File: config.mk
export PLATFORM = sky130hd
export DESIGN_NAME = square_accum
export DESIGN_NICKNAME = d
export VERILOG_FILES = /design/src/rtl/square_accum.sv
export SDC_FILE = /design/constraint.sdc
export NUM_CORES = 1
export LEC_CHECK = 0
export CAP_MARGIN = 30
export CORE_AREA = 2 2 109 111
export CTS_CLUSTER_DIAMETER = 80
export DETAILED_ROUTE_END_ITERATION = 8
export DIE_AREA = 0 0 111 113
export PLACE_DENSITY_LB_ADDON = 0.08
export SETUP_SLACK_MARGIN = 0.2
export SLEW_MARGIN = 25
export SYNTH_ARGS = -nofsm -noshare
export SYNTH_HDL_FRONTEND = slang
export SYNTH_SLANG_ARGS = --single-unit
File: constraint.sdc
create_clock -name clock -period 2.3 [get_ports clock]
set_input_delay 0.345 -clock clock [delete_from_list [all_inputs] [get_ports clock]]
set_output_delay 0.345 -clock clock [all_outputs]
set_load 0.01 [all_outputs]
File: src/rtl/square_accum.sv
// square_accum: reconstructs a radicand from a square-root result, d = q*q + r,
// with a 16-step shift-and-add multiplier that accumulates onto a remainder preload.
//
// Ports:
//   clock  - sole clock, all state updates on the rising edge
//   reset  - synchronous, active-high; overrides load and any operation in flight
//   load   - start pulse; captures q and r, restarts even when busy
//   q      - 16-bit root operand
//   r      - 17-bit remainder operand
//   d      - low 32 bits of the accumulator (q*q + r once finished)
//   ovf    - bit 32 of the accumulator
//   valid  - r <= 2*q for the captured operands; changes only on load or reset
//   busy   - operation in progress
//   ready  - one-cycle pulse on the cycle after the last execution edge
//   count  - iteration counter, 0..15 during an operation
module square_accum (
    input  logic        clock,
    input  logic        reset,
    input  logic        load,
    input  logic [15:0] q,
    input  logic [16:0] r,
    output logic [31:0] d,
    output logic        ovf,
    output logic        valid,
    output logic        busy,
    output logic        ready,
    output logic [3:0]  count
);

    logic [15:0] mplier_q, mplier_d;
    logic [31:0] mcand_q,  mcand_d;
    logic [32:0] acc_q,    acc_d;
    logic [3:0]  count_q,  count_d;
    logic        busy_q,   busy_d;
    logic        busy_dly_q, busy_dly_d;
    logic        valid_q,  valid_d;

    always_comb begin
        mplier_d   = mplier_q;
        mcand_d    = mcand_q;
        acc_d      = acc_q;
        count_d    = count_q;
        busy_d     = busy_q;
        valid_d    = valid_q;
        busy_dly_d = busy_q;

        if (load) begin
            // Preloading the accumulator with r folds the "+ r" into the multiply.
            mplier_d = q;
            mcand_d  = {16'b0, q};
            acc_d    = {16'b0, r};
            count_d  = 4'd0;
            busy_d   = 1'b1;
            valid_d  = (r <= {q, 1'b0});
        end else if (busy_q) begin
            if (mplier_q[0]) begin
                acc_d = acc_q + {1'b0, mcand_q};
            end
            mplier_d = mplier_q >> 1;
            mcand_d  = mcand_q << 1;
            count_d  = count_q + 4'd1;
            // Sixteenth execution edge: count wraps to 0 on its own.
            if (count_q == 4'hf) begin
                busy_d = 1'b0;
            end
        end
    end

    always_ff @(posedge clock) begin
        if (reset) begin
            mplier_q   <= 16'd0;
            mcand_q    <= 32'd0;
            acc_q      <= 33'd0;
            count_q    <= 4'd0;
            busy_q     <= 1'b0;
            busy_dly_q <= 1'b0;
            valid_q    <= 1'b0;
        end else begin
            mplier_q   <= mplier_d;
            mcand_q    <= mcand_d;
            acc_q      <= acc_d;
            count_q    <= count_d;
            busy_q     <= busy_d;
            busy_dly_q <= busy_dly_d;
            valid_q    <= valid_d;
        end
    end

    // A load during an operation keeps busy high, so an aborted op never pulses ready.
    assign ready = ~busy_q & busy_dly_q;
    assign d     = acc_q[31:0];
    assign ovf   = acc_q[32];
    assign valid = valid_q;
    assign busy  = busy_q;
    assign count = count_q;

endmodule

* After elaboration in Yosys (flattened, before gate mapping) *
Index checks and enable logic that the tools add are counted.

operators by class
  $add $sub $neg = 2
  $lt $le $gt $ge = 1
  equality and inequality tests = 1
  mux-type cells = 10
  bitwise logic cells = 2
  reduce and logical (&&, ||, !) cells = 5

operator list
  kind                                                            count
  16-bit 2-to-1 mux                                               4
  17-bit 2-to-1 mux                                               3
  33-bit by 32-bit adder with 33-bit output                       1
  17-bit less-or-equal comparator                                 1
  4-bit by 1-bit adder with 4-bit output (second input constant)  1
  4-bit == test (second input constant)                           1
  2-bit AND reduction                                             2
  2-bit nonzero test                                              2
  1-bit 2-to-1 mux                                                3
  2-bit OR reduction                                              1
  1-bit bitwise AND                                               1
  1-bit NOT                                                       1

storage, ports and cells
  bits in registers = 88
  output and inout port bits = 40
  word-level logic and storage cells = 30

* Logic depth before layout (Yosys ltp) *
Gate-level depths: netlist (run 1).

  depth in word-level cells = 4
  mapped depth = 9

* Worst setup path after synthesis (run 1) *
No wires, ideal clock.

  path type = register to register
  from = register acc_q[0]
  to = register acc_q[28]
  library setup time = 0.117 ns
  arrival = 2.306 ns
  path slack = -0.124 ns
  cell stages (with the launch flop) = 10
  clock period less this slack = 2.424 ns
  cells stage by stage = dfxtp_1 > ha_1 > fa_1 > a21o_1 > nand4_1 > a311oi_2 > o2111ai_2 > a21oi_2 > or3_1 > a32o_1

between the ends
  cells in the longest elaborated chain, start to end = 1

ends and longest elaborated chain
  element                                    RTL line  source
  from (decl)                                32        logic [32:0] acc_q, acc_d;
  from (signal assigned)                     73        acc_q <= 33'd0;
  from (signal assigned)                     81        acc_q <= acc_d;
  33-bit by 32-bit adder with 33-bit output  57        acc_d = acc_q + {1'b0, mcand_q};

No other way between the ends.
A chain may end at the register's enable or synchronous reset.

* Final worst setup path (run 1) *
Ends and elaborated chain as after synthesis.

==> results of run 1 <==
==> layout make-up <==
cell class	count	area, µm²
Tap cell	143	179
Clock inverter	4	45.0
Timing Repair Buffer	140	1260
Sequential cell	88	1790
Fill cell	936	3600
Clock buffer	11	243
Multi-Input combinational cell	529	4060
Inverter	24	90.1
==> layout by cell type (no fill, tap or decap), drive strengths merged, types with 12 or more instances in the layout <==
cell	count
a21boi	30
a21o	17
a21oi	79
buf	64
clkbuf	12
clkdlybuf4s50	75
dfxtp	88
ha	49
inv	23
mux2i	48
nand2	58
nand3	18
nor2	54
o21ai	35
==> per-layer routing <==
metal  vias to the layer above  GRT usage, %  wire length (µm)
met5                         -             0                 0
met4                         0          10.3               365
met3                        22          3.64               719
met2                       137          42.4              7660
met1                      2629          36.8              8160
li1                       2700             -                 -
==> what timing repair did <==
action | CTS | global route
hold buffers | 0 | 0
buffers inserted | 7 | 9
resized for setup | 37 | 55
endpoints found under the setup margin | 18 | 22
pin swaps | 15 | 27
==> worst max path at each step <==
stage	to	slack (ns)	from
after global routing	acc_q[30]	-0.12	mcand_q[0]
after CTS	acc_q[28]	-0.01	acc_q[0]
final	acc_q[28]	-0.03	acc_q[0]
after floorplan	acc_q[28]	0.03	acc_q[0]
after detailed placement	acc_q[14]	-0.06	mcand_q[0]
after global placement	acc_q[29]	0.007	acc_q[1]
==> kinds of logic after synthesis <==
group	Yosys count
compound gates	229
xor+xnor	21
fa+ha+maj	50
buf+inv	58
flops	88
mux	48
simple gates	181
==> sequential cells by signal, indices dropped and copies added (netlist names) <==
register,cells
acc_q,33
busy,1
busy_dly_q,1
count,4
mcand_q,32
mplier_q,16
valid,1
==> critical path: stages (launching register included) <==
cell and delay [ns]:
dfxtp_2 0.34, ha_4 0.16, fa_2 0.34, a21o_1 0.20
nand4_1 0.12, a311oi_2 0.14, o2111ai_2 0.27, a21oi_2 0.09
or3_1 0.32, a32o_1 0.25
==> per-stage QoR <==
step / total power, mW / std cells
global placement: 2.37 / 907
CTS: 3.91 / 929
floorplan: 2.09 / 675
finish: 3.95 / 939
detailed placement: 2.39 / 907
global route: 4.11 / 939
==> power by group through the flow <==
stage	clock, mW	sequential (mW)	combinational, mW
floorplan	0	1.68	0.414
global placement	0	1.68	0.694
detailed placement	0	1.68	0.710
CTS	1.49	1.66	0.759
global route	1.56	1.67	0.884
finish	1.47	1.66	0.815
==> reports/metrics.yaml, run 1 <==
power:
  sw_frac_of_total_pct: 27.5
  internal_power_mw: 2.86
  power.density_nw_per_um2: 515
  pwr-share-clk_pct: 37.3
  irDropWorstVdd_mv: 0.460
  power_switching_mw: 1.09
  pwr-share-seq_pct: 42.1
  p_comb_share_pct: 20.6
  p_leak_nw: 3.23
timing:
  tightestPinTransition_ns: 0.913
  timing.final.crit_share_pct: 101
  worst_slack_ns: -0.0311
  setup_viol_count_final: 2
  fmax_mhz: 429
  finClkSkew_ns: 0.00551
  final_max_slew_viol_count: 0
  finalSetupTns_ns: -0.0465
  slew_headroom_pct: 39.1
  finalHoldViolCount: 0
  min_period_ns: 2.33
  grt_setup_unrepaired: "true"
  fin_hold_ws_ns: 0.478
worst_setup_path:
  crit_arrival_ns: 2.58
  r2r_end: "acc_q[28]"
  critPathKind: "register to register"
  regToRegSetupSlack_ns: -0.03
  critPathCaptureType: "register"
  r2r_start: "acc_q[0]"
  cp-start-kind: "register"
  r2r.worst_path.cells: 9
  worstPathMaxFanout: 3
  crit_required_ns: 2.55
yosys:
  synth_area_leaders: "dfxtp_1, ha_1, mux2i_1"
  postSynthCellCount: 675
  yosys.area_share.simple_pct: 15.0
  synth_commonest_cells: "dfxtp_1, a21oi_1, nand2_1"
  synth.largest_area_cell: "dfxtp_1"
  synth_top_cell_area_share_pct: 30.9
  ys_types: 69
  synthesis.nets: 761
  synth_warnings: 0
  synth.most_common_cell: "dfxtp_1"
  async_flop_share_pct: 0
  yosysSeqAreaShare_pct: 30.9
  syn_area_per_cell_um2: 8.45
  synthesis.area_um2: 5700
  synth_xor_area_share_pct: 3.23
  synth_compound_gate_area_share_pct: 26.9
  synth-adder-area-share_pct: 11.1
  synth_edf_count: 0
  synth_ff_type: "dfxtp_1"
  ys_ff_latch: 88
  synthMuxAreaShare_pct: 8.42
  synth_top_family_by_area: "compound AO/OA/AOI/OAI gates"
detailed_routing:
  first_pass_iters: 5
  ant_nets: 0
  wl_per_cell_um: 18.0
  drc: 0
  initialDrtViolationCount: 330
  totalWireLength_um: 16900
  vias: 5488
  via_per_inst: 5.84
cts:
  worstSkewPairLatency_ns: 0.35
  htreeDepth: 3
  cts_tree: "done"
  cts-root-buf: "clkbuf_16"
  clkTransAtPathRegs_ns: 0.06
  cts_buffers: 9
  cts.sinks: 88
  cts_buffer_depth: 2
cells_and_area:
  diodes: 0
  final_nets: 878
  postLayoutCellArea_um2: 7670
  utilization_pct: 68.0
  area_growth_pct: 34.5
  drive_gt1_share_pct: 20.6
die:
  coreArea_um2: 11300
  die_area_um2: 12500
  dieHeight_um: 113
  rows: 39
  die_w_um: 111
  ioPinCount: 76
  initial_core_util_pct: 50.6
grt:
  grt_max_degree: 56
  gr-total-overflow: 0
  grt_pass1_vias: 5267
  grt_pass1_wl_um: 26900
  grt_use_total_pct: 26.6
  grt_antenna_before_repair: 0
placed_design:
  place_area_um2: 6840
  gp_congestion: 0.946
  pre_cts_slack_ns: -0.0552
  post-dp-hpwl_um: 12300
  place.port_buffers: 75
hold_path:
  holdPathEnd: "acc_q[24]"
  holdCritPathClass: "register to register"
  min_from: "acc_q[24]"
  whs_path_depth: 2
run_status:
  violations: "setup timing"
  status: "finished with violations"
run:
  maxCapViolCount: 0
(Power assumes the default switching activity.)
==> run 2: changes to the inputs <==
CTS_BUF_LIST = sky130_fd_sc_hd__clkbuf_16   (was default)
==> reports/metrics.yaml, run 2 (synthesis gave the netlist of run 1 again) <==
detailed_routing:
  drc: 0
  vias: 5570
  initialDrtViolationCount: 341
  first_pass_iters: 5
  ant_nets: 0
  wl_per_cell_um: 18.2
  totalWireLength_um: 17300
  via_per_inst: 5.88
die:
  initial_core_util_pct: 50.6
  coreArea_um2: 11300
  die_area_um2: 12500
  ioPinCount: 76
  dieHeight_um: 113
  die_w_um: 111
  rows: 39
run_status:
  violations: "setup timing"
  status: "finished with violations"
power:
  p_leak_nw: 3.28
  power.density_nw_per_um2: 507
  irDropWorstVdd_mv: 0.461
  power_mw: 3.94
cells_and_area:
  regMostFlops: "acc_q"
  area_growth_pct: 36.2
  drive_gt1_share_pct: 21.2
  final_nets: 887
  diodes: 0
  largestRegisters: "acc_q x33, mcand_q x32, mplier_q x16"
  largest_register_ffs: 33
  layout_common_cells: "clkdlybuf4s50_1, dfxtp_1, a21oi_1, buf_4, nand2_1"
  final_common_cell: "clkdlybuf4s50_1"
timing:
  fmax_mhz: 428
  tightestPinTransition_ns: 0.915
  min_period_ns: 2.33
  slew_headroom_pct: 39.0
  fin_hold_ws_ns: 0.474
  setup_viol_count_final: 2
  worst_slack_ns: -0.0348
  final_max_slew_viol_count: 0
  timing.final.crit_share_pct: 102
  grt_setup_unrepaired: "true"
  finalHoldViolCount: 0
  finalSetupTns_ns: -0.0572
  finClkSkew_ns: 0.00570
cts:
  worstSkewPairLatency_ns: 0.36
  cts.sinks: 88
  holdBufCountCts: 0
  cts_tree: "done"
  clkTransAtPathRegs_ns: 0.06
  cts_buffers: 9
  cts_buffer_depth: 2
  htreeDepth: 3
  cts-root-buf: "clkbuf_16"
worst_setup_path:
  crit_chain: "ha_4 > fa_2 > a21o_1 > nand4_1 > a311oi_2 > o2111ai_2 > a21oi_2 > or3_1 > a32o_1"
  slowest_stage: "dfxtp_2"
  cp-start-kind: "register"
  worstPathMaxFanout: 3
  r2r.worst_path.cells: 9
  critPathKind: "register to register"
  critPathCaptureType: "register"
  regToRegSetupSlack_ns: -0.03
  crit_start: "acc_q[0]"
  cp_slowest_stage_delay_ns: 0.34
  crit_arrival_ns: 2.58
  r2r_end: "acc_q[28]"
  r2r_start: "acc_q[0]"
  critPathCapture: "acc_q[28]"
  crit_required_ns: 2.55
run:
  maxCapViolCount: 0
grt:
  grt_pass1_vias: 5289
  grt_pass1_wl_um: 27000
  grt_use_total_pct: 26.8
  grt_antenna_before_repair: 0
  gr-total-overflow: 0
  grt_max_degree: 56
placed_design:
  post-dp-hpwl_um: 12300
  place.port_buffers: 75
  gp_congestion: 0.946
hold_path:
  holdCritPathClass: "register to register"
## run 2: where the power goes
group	leakage (nW)	switching [mW]	internal [mW]
registers	0.727	0.0669	1.60
clock network	0.144	0.616	0.822
logic	2.40	0.415	0.423
total	3.28	1.10	2.84
## run 2: stage by stage
| stage | setup WS, ns | area, µm² | instances | util (%) |
|---|---|---|---|---|
| after floorplan | 0.0339 | 5720 | 675 | - |
| after global placement | 0.00679 | 6840 | 907 | 60.7 |
| after detailed placement | -0.0552 | 6840 | 907 | 60.7 |
| after CTS | -0.0116 | 7410 | 932 | 65.7 |
| after global routing | -0.103 | 7770 | 948 | 68.9 |
| final | -0.0348 | 7770 | 948 | 68.9 |
## run 2: timing repair
action	4_1_cts	5_1_grt
gates cloned	0	0
pin swaps	19	32
endpoints found under the setup margin	18	22
setup buffers	10	15
gates resized for setup	42	58
## run 2: per-layer routing
metal / GRT usage [%] / wire (µm) / up-vias / share of wire (%)
li1: - / - / 2715 / -
met1: 37.0 / 8140 / 2658 / 47
met2: 42.9 / 7910 / 172 / 46
met3: 3.54 / 859 / 25 / 5.0
met4: 10.3 / 383 / 0 / 2.2
met5: 0 / 0 / - / 0
## run 2: worst min-delay path by stage
stage,from,endpoint,slack [ns],cells after the start
after floorplan,mcand_q[31],mcand_q[31],0.46,2
after global placement,acc_q[27],acc_q[27],0.47,2
after detailed placement,acc_q[17],acc_q[17],0.48,2
after CTS,acc_q[24],acc_q[24],0.48,2
after global routing,acc_q[24],acc_q[24],0.50,2
final,acc_q[24],acc_q[24],0.47,2
## run 2: layout make-up
class	instances	area, µm²
clock buffers	9	225
inverters	24	90.1
clock inverters	6	52.6
flip-flops and latches	88	1790
fillers	922	3500
repair buffers	149	1350
well taps	143	179
multi-input cells	529	4090
## run 2: worst max-delay path: cells and delay by family (launching register included)
| family | cells | cell delay, ns |
|---|---|---|
| adder cells (fa/ha/maj) | 2 | 0.50 |
| AO/OA/AOI/OAI | 5 | 0.94 |
| AND/OR/NAND/NOR | 2 | 0.44 |
| flip-flops | 1 | 0.34 |
